**src/rtl/iob_accum_pkg.sv**
```systemverilog
// Shared constants for the accumulator bank: overflow modes and channel-index width.
package iob_accum_pkg;

    localparam int ACC_WRAP = 0;
    localparam int ACC_SAT  = 1;

    // A single-channel bank still needs a 1-bit channel port.
    function automatic int ch_w(input int n);
        return (n <= 1) ? 1 : $clog2(n);
    endfunction

endpackage

```
**src/rtl/iob_accum_alu.sv**
```systemverilog
// Sign-extend-and-add datapath with signed overflow detect and optional clamp.
module iob_accum_alu
    import iob_accum_pkg::*;
#(
    parameter int DATA_W = 32,
    parameter int ACC_W  = 40,
    parameter int SAT    = ACC_WRAP
) (
    input  logic [ACC_W-1:0]  i_base,
    input  logic [DATA_W-1:0] i_x,
    output logic [ACC_W-1:0]  o_sum,
    output logic              o_ovf
);

    logic [ACC_W-1:0] w_xe;
    logic [ACC_W-1:0] w_raw;

    assign w_xe  = ACC_W'($signed(i_x));
    assign w_raw = i_base + w_xe;
    assign o_ovf = (i_base[ACC_W-1] == w_xe[ACC_W-1]) && (w_raw[ACC_W-1] != i_base[ACC_W-1]);

    // On overflow both operands share a sign, so the base sign picks the rail.
    always_comb begin
        o_sum = w_raw;
        if (SAT == ACC_SAT && o_ovf)
            o_sum = i_base[ACC_W-1] ? {1'b1, {(ACC_W-1){1'b0}}} : {1'b0, {(ACC_W-1){1'b1}}};
    end

endmodule

```
**src/rtl/iob_accum_bank.sv**
```systemverilog
// N_CH-channel signed accumulator bank with sticky overflow, clears, done pulse and read-back.
module iob_accum_bank
    import iob_accum_pkg::*;
#(
    parameter int DATA_W = 32,
    parameter int ACC_W  = 40,
    parameter int N_CH   = 4,
    parameter int SAT    = ACC_WRAP,
    localparam int CH_W  = ch_w(N_CH)
) (
    input  logic              clk,
    input  logic              rst,
    input  logic              en,
    input  logic [CH_W-1:0]   ch,
    input  logic [DATA_W-1:0] x,
    input  logic              clr,
    input  logic              clr_all,
    input  logic [CH_W-1:0]   rd_ch,
    output logic [ACC_W-1:0]  y,
    output logic              done,
    output logic [CH_W-1:0]   done_ch,
    output logic [ACC_W-1:0]  done_y,
    output logic [N_CH-1:0]   ovf
);

    logic [N_CH-1:0][ACC_W-1:0] r_acc;
    logic [N_CH-1:0]            r_ovf;
    logic [ACC_W-1:0]           r_y;
    logic                       r_done;
    logic [CH_W-1:0]            r_done_ch;
    logic [ACC_W-1:0]           r_done_y;

    logic              w_ch_ok, w_rd_ok;
    logic [CH_W-1:0]   w_idx, w_rd_idx;
    logic [ACC_W-1:0]  w_base, w_sum;
    logic              w_add_ovf;

    // Out-of-range indices (non power-of-two N_CH) are folded to 0 and gated.
    assign w_ch_ok  = int'(ch) < N_CH;
    assign w_rd_ok  = int'(rd_ch) < N_CH;
    assign w_idx    = w_ch_ok ? ch : '0;
    assign w_rd_idx = w_rd_ok ? rd_ch : '0;
    assign w_base   = clr ? '0 : r_acc[w_idx];

    iob_accum_alu #(.DATA_W(DATA_W), .ACC_W(ACC_W), .SAT(SAT)) u_alu (
        .i_base (w_base),
        .i_x    (x),
        .o_sum  (w_sum),
        .o_ovf  (w_add_ovf)
    );

    always_ff @(posedge clk or posedge rst) begin
        if (rst) begin
            r_acc     <= '0;
            r_ovf     <= '0;
            r_y       <= '0;
            r_done    <= 1'b0;
            r_done_ch <= '0;
            r_done_y  <= '0;
        end else begin
            r_done <= 1'b0;
            r_y    <= w_rd_ok ? r_acc[w_rd_idx] : '0;
            if (clr_all) begin
                r_acc <= '0;
                r_ovf <= '0;
            end else if (w_ch_ok) begin
                if (en) begin
                    r_acc[w_idx] <= w_sum;
                    r_ovf[w_idx] <= (r_ovf[w_idx] & ~clr) | w_add_ovf;
                    r_done       <= 1'b1;
                    r_done_ch    <= w_idx;
                    r_done_y     <= w_sum;
                end else if (clr) begin
                    r_acc[w_idx] <= '0;
                    r_ovf[w_idx] <= 1'b0;
                end
            end
        end
    end

    assign y       = r_y;
    assign done    = r_done;
    assign done_ch = r_done_ch;
    assign done_y  = r_done_y;
    assign ovf     = r_ovf;

endmodule

```
**config.mk**
```make
export PLATFORM = sky130hd
export DESIGN_NAME = iob_accum_bank
export DESIGN_NICKNAME = d
export VERILOG_FILES = /design/src/rtl/iob_accum_pkg.sv /design/src/rtl/iob_accum_alu.sv /design/src/rtl/iob_accum_bank.sv
export SDC_FILE = /design/constraint.sdc
export NUM_CORES = 1
export LEC_CHECK = 0
export CAP_MARGIN = 20
export CORE_AREA = 8 8 163 165
export DETAILED_ROUTE_END_ITERATION = 10
export DIE_AREA = 0 0 171 173
export DONT_BUFFER_PORTS = 1
export GPL_TIMING_DRIVEN = 0
export PLACE_DENSITY = 0.78
export SKIP_LAST_GASP = 1
export SLEW_MARGIN = 30
export SYNTH_ARGS = -nofsm -noshare
export SYNTH_HDL_FRONTEND = slang
export SYNTH_SLANG_ARGS = --single-unit
export TNS_END_PERCENT = 1
```
**constraint.sdc**
```tcl
create_clock -name clk -period 14.35 [get_ports clk]
set_input_delay 2.87 -clock clk [delete_from_list [all_inputs] [get_ports clk]]
set_output_delay 2.87 -clock clk [all_outputs]
set_load 0.01 [all_outputs]
```
# Word-level counts from Yosys, hierarchy flattened
# Index checks and enable logic that the tools add are counted.
[op_classes]
n_addsub = 1
n_lt_le_gt_ge = 3
n_eq_ne = 2
n_mux = 21
bitwise = 8
reduce_logical = 4
[op_table]
columns = ["op", "count"]
rows = [
  ["$mux W160", 3],
  ["$and A160 B160 Y160", 1],
  ["$bmux W40 S2", 2],
  ["$bwmux W160", 1],
  ["$mux W40", 4],
  ["$not A160 Y160", 1],
  ["$demux W40 S2", 1],
  ["$add A40 B40 Y40", 1],
  ["$mux W4", 3],
  ["$lt A2 B3 Y1 const B", 2],
  ["$and A4 B4 Y4", 1],
  ["$bwmux W4", 1],
  ["$mux W1", 4],
  ["$not A4 Y4", 1],
  ["$reduce_bool A3 Y1", 1],
  ["$bmux W1 S2", 1],
  ["$demux W1 S2", 1],
  ["$ge A2 B1 Y1 const B", 1],
  ["$logic_and A1 B1 Y1", 2],
  ["$not A1 Y1", 2],
  ["$reduce_and A2 Y1", 1],
  ["$and A1 B1 Y1", 1],
  ["$eq A1 B1 Y1", 1],
  ["$ne A1 B1 Y1", 1],
  ["$or A1 B1 Y1", 1],
]
[totals]
regBits = 247
out_inout_bits = 87
elab_cells = 48

# Longest topological paths before layout
[logic_depth]
depth_word = 10
mapped_depth = 17
depth_no_buf = 14

# By module
# From an unflattened synthesis, not the netlist that was laid out.
[hier_totals]
cells_unflattened = 1049
hier_area_um2 = 13198.9
[by_module_without_submodules]
columns = ["module", "n_inst", "cells_each", "area_per_inst_um2", "seq_area_each_um2"]
rows = [
  ["iob_accum_bank", 1, 718, 10941.7, 6180.9],
  ["iob_accum_alu", 1, 331, 2257.2, 0.0],
]

# Least setup slack after synthesis
# No wires, ideal clock.
[synth_path]
path_kind = "input to register"
startpoint = "in ch[0]"
endpoint = "reg r_done_y[34], in the netlist done_y[34]"
arrival_ps = 6633
required_ps = 14223
setup_slack_ps = 7590
stages = 16
n_path_buf = 4
path_cell_list = "clkbuf_1 -> clkbuf_1 -> buf_2 -> mux4_2 -> nor2b_1 -> ha_1 -> buf_2 -> and4_4 -> nand3_2 -> a211oi_4 -> o21ai_2 -> a2111oi_4 -> o31ai_4 -> o21ai_2 -> xor2_2 -> mux2_1"
[synth_between]
elab_chain_len = 4
[synth_rtl]
columns = ["item", "line_no", "rtl"]
rows = [
  ["from (decl)", "iob_accum_bank.sv:14", "input logic [CH_W-1:0] ch,"],
  ["$bmux W40 S2", "iob_accum_bank.sv:43", "assign w_base = clr ? '0 : r_acc[w_idx];"],
  ["$mux W40 (implied by the code)", "iob_accum_bank.sv:43", ""],
  ["$mux W40", "iob_accum_bank.sv:43", ""],
  ["$add A40 B40 Y40", "iob_accum_alu.sv:19", "assign w_raw = i_base + w_xe;"],
  ["to (signal assigned)", "iob_accum_bank.sv:72", "r_done_y <= w_sum;"],
  ["to (decl)", "iob_accum_bank.sv:31", "logic [ACC_W-1:0] r_done_y;"],
]
# Every way passes these cells. The select of a mux whose other input is x is not followed.
# A chain may end at the register's enable or synchronous reset.

# Worst setup path after layout
[layout_path]
startpoint = "in ch[0]"
endpoint = "reg r_done_y[37], in the netlist done_y[37]"
# Same word-level chain as after synthesis.

==> results.tsv <==
stage	metric	value	unit
sta	setup ws final	6940	ps
critical_path	CP Class	in2reg	
clock_tree	H-tree depth	1	
sta	skew final	18.1	ps
clock_tree	CTS Sinks	247	
sta	post-route setup TNS	0	ps
detailed_routing	1st-iter DRT viols	1120	
logic_synthesis	post-synthesis register bit count	247	
clock_tree	CTS max path bufs	3	
floorplan	Die X	171	um
sta	Fin. Hold Viols	0	
sta	Slew @ Worst Pin	1030	ps
cells_and_area	P&R area growth vs syn	10.5	%
sta	Max Clock Freq	135	MHz
critical_path	r2r worst-path depth	12	
sta	minimum clock period	7410	ps
critical_path	Critical Path RT	14820	ps
clock_tree	CTS Hold Buffers Added	0	
status	outcome	finished, final reports clean	
floorplan	Die H	173	um
min_path	HP Class	reg2reg	
detailed_routing	DRC violations left	0	
critical_path	critical path's slowest cell	buf_1	
logic_synthesis	Ys Warns	0	
placed_design	Place WS	6480	ps
floorplan	row count	57	
min_path	WHS Endpoint	r_acc[95]$_DFFE_PP0P_	
detailed_routing	detailed-route via count	9781	
clock_tree	CTS tree	done	
clock_tree	CTS Root Cell	clkbuf_16	
logic_synthesis	synthesized instance count	1098	
logic_synthesis	Synthesized Nets	1179	
placed_design	Cells after DPL	1424	
cells_and_area	layout cells sized above 1	15.2	%
clock_tree	cts repair resizes	0	
logic_synthesis	syn_area_per_cell	11.8	sq um
sta	Worst slew margin	31.0	%
logic_synthesis	predominant post-synthesis flop cell	dfrtp_1	
sta	RSZ-0062 raised after global routing	no	
logic_synthesis	async set-reset flop share out of synthesis	100	%
critical_path	Cell Chain, Critical Path	clkbuf_1, clkbuf_1, buf_2, buf_1, mux4_2, nor2b_1, ha_1, nand2_1, nor4_1, o41ai_1, a21oi_1, a2bb2oi_1, a21oi_1, xnor2_1, mux2_2	
sta	Finish-stage setup viols	0	
cells_and_area	Final nets	1210	
logic_synthesis	Synth top area share	47.6	%
cells_and_area	final cell count without fillers	1469	
grt	largest net degree at the start of global routing	87	
logic_synthesis	Area contributors post-synth	dfrtp_1, mux4_2, a22o_1	
sta	period utilization	51.7	%
floorplan	Top Ports	128	
detailed_routing	Routed Antenna Nets	0	
critical_path	Top delay family on crit path	buffers and inverters	
floorplan	Initial Utilization	54.2	%
logic_synthesis	cell taking the most area after synthesis	dfrtp_1	
sta	Max Slew Vio Count	0	
floorplan	die footprint	0.0296	sq mm
power_and_ir_drop	Pwr Density	117	mW/mm^2
detailed_routing	Wirelength per Cell	25.7	um
detailed_routing	Vias/cell	6.66	
grt	vias in the first global route	9971	
floorplan	core area	0.0240	sq mm
clock_tree	CTS Buf Count	26	
power_and_ir_drop	cell leakage power	0.00653	uW
logic_synthesis	library cells used by synthesis	68	
critical_path	Crit path buffers/inverters	4	
critical_path	setup slack, reg-to-reg	10460	ps
critical_path	capturing point of the worst reg2reg path	r_acc[76]$_DFFE_PP0P_	
placed_design	dpl hpwl	26600	um
power_and_ir_drop	Max VDD drop	0.0000701	V
logic_synthesis	Synth Cell Area	0.0130	sq mm
clock_tree	clock latency on the worst-skew pair	540	ps
detailed_routing	WL final	37700	um
cells_and_area	antenna fix cells	0	
job	Max-Cap Viols	0	
grt	Global Route Usage Sum	25.5	%
detailed_routing	first-pass iteration count of the detailed router	5	
clock_tree	postcts setup bufs	0	
critical_path	CP Capture Type	flip-flop	
critical_path	worst r2r src	r_acc[129]$_DFFE_PP0P_	
min_path	Hold Path Origin	r_acc[95]$_DFFE_PP0P_	
critical_path	Critical Path AT	7880	ps
placed_design	IO Port Bufs	0	
critical_path	largest stage delay on the critical path	610	ps
logic_synthesis	Post-synth EDFFs	0	
grt	first-pass GRT wire length	58600	um
critical_path	CP max FO	10	
grt	Overflow after GRT	0	
sta	hold_ws	511	ps
clock_tree	Clk pin slew, worst setup/hold paths	60	ps
critical_path	CP startpoint kind	input pin	
placed_design	gpl congestion	0.934	
logic_synthesis	register area share after synthesis	47.6	%
grt	antenna violations before repair	0	
min_path	hold depth	2	
## synthesized netlist by cell type (3+ instances only)
| cell type | count |
|---|---|
| dfrtp_1 | 247 |
| nand2_1 | 148 |
| a22o_1 | 117 |
| mux4_2 | 80 |
| clkbuf_1 | 54 |
| a21oi_1 | 48 |
| nor2b_1 | 48 |
| nor2_1 | 47 |
| ha_1 | 39 |
| o21ai_0 | 32 |
| a22oi_1 | 19 |
| xnor2_1 | 19 |
| a21o_1 | 18 |
| xor2_1 | 14 |
| buf_1 | 13 |
| inv_1 | 13 |
| o21ai_1 | 11 |
| buf_2 | 10 |
| a32o_1 | 9 |
| nand4_1 | 9 |
| nor3_1 | 7 |
| o21bai_1 | 7 |
| and2_1 | 6 |
| nand2b_1 | 6 |
| nand3_1 | 6 |
| mux2_2 | 5 |
| a31oi_1 | 4 |
| o21a_1 | 4 |
| and3_1 | 3 |
| o211ai_1 | 3 |
| o21ai_2 | 3 |
| xnor2_2 | 3 |
## routing by layer
layer | global-route usage (%) | share of wire, % | vias to the layer above
met5 | 0 | 0 | -
met4 | 8.99 | 3.3 | 0
met3 | 6.74 | 11 | 86
met2 | 39.8 | 47 | 533
met1 | 33.8 | 39 | 5011
li1 | - | - | 4151
## layout make-up
cell class / count / area, sq um
timing repair buffer: 3 / 66.3
clock inverter: 5 / 81.3
clock buffer: 39 / 791
fill: 1929 / 9610
multi-input combinational: 759 / 6450
tap: 324 / 405
sequential: 247 / 6180
buffer: 79 / 322
inverter: 13 / 56.3
## worst min-delay path, delay by kind of cell, from the launching register on
kind               cells  cell delay (ps)
and+or+nand+nor        1               50
DFF                    1              370
AOI/OAI and AO/OA      1               60
## report_power, final
group	switching, uW	internal (uW)	total (uW)
clock network	280	413	693
logic	130	74.2	204
registers	42.2	737	779
total	453	1220	1680
## per-stage QoR
step	cell area [sq um]	util (%)	power [uW]
floorplan	13000	-	928
global placement	13400	55.9	984
finish	14400	59.9	1680
CTS	14300	59.9	1680
global route	14400	59.9	1730
detailed placement	13500	56.2	992
## placed cells by master (no fill, tap or decap), drive strengths merged, types with 2 or more instances in the layout
master and count:
xnor2 22, nand2b 6, buf 25, o21a 4, a31o 2, a31oi 4, a211oi 4, or3 2
o21bai 8, clkbuf 96, a21o 18, a22o 117, nand3 7, o21ai 46, and2b 2, nand2 148
mux4 80, o31ai 2, bufinv 2, and3 3, xor2 16, a22oi 20, inv 13, ha 39
nand4 9, nor2b 49, a32o 10, and2 6, a21oi 50, and4 4, nor2 47, mux2 7
a211o 2, clkinv 2, dfrtp 247, o211ai 3, nor3 8
## sequential cells by signal, indices dropped and copies added, names as in the netlist
name,count
done_ch,2
done_y,40
y,40
ovf,4
r_acc,160
done,1
## logic make-up after synthesis
family / after synthesis / share of synthesized area (%)
mux: 88 / 14.5
buf+inv: 92 / 2.81
simple gates: 292 / 10.4
compound gates: 301 / 17.9
flops: 247 / 47.6
fa+ha+maj: 40 / 3.91
xor+xnor: 38 / 2.85
## worst max-delay path by stage
stage          startpoint                      to  slack, ps  cells after the start
2_1_floorplan         rst          done$_DFF_PP0_       4690                      1
3_3_place_gp          rst   r_acc[73]$_DFFE_PP0P_       2150                      1
3_5_place_dp        ch[0]  done_y[37]$_DFFE_PP0P_       6480                     15
4_1_cts             ch[0]  done_y[37]$_DFFE_PP0P_       7010                     17
5_1_grt             ch[0]  r_acc[117]$_DFFE_PP0P_       6530                     15
6_report            ch[0]  done_y[37]$_DFFE_PP0P_       6940                     15
Power figures use the tool's default switching activity.
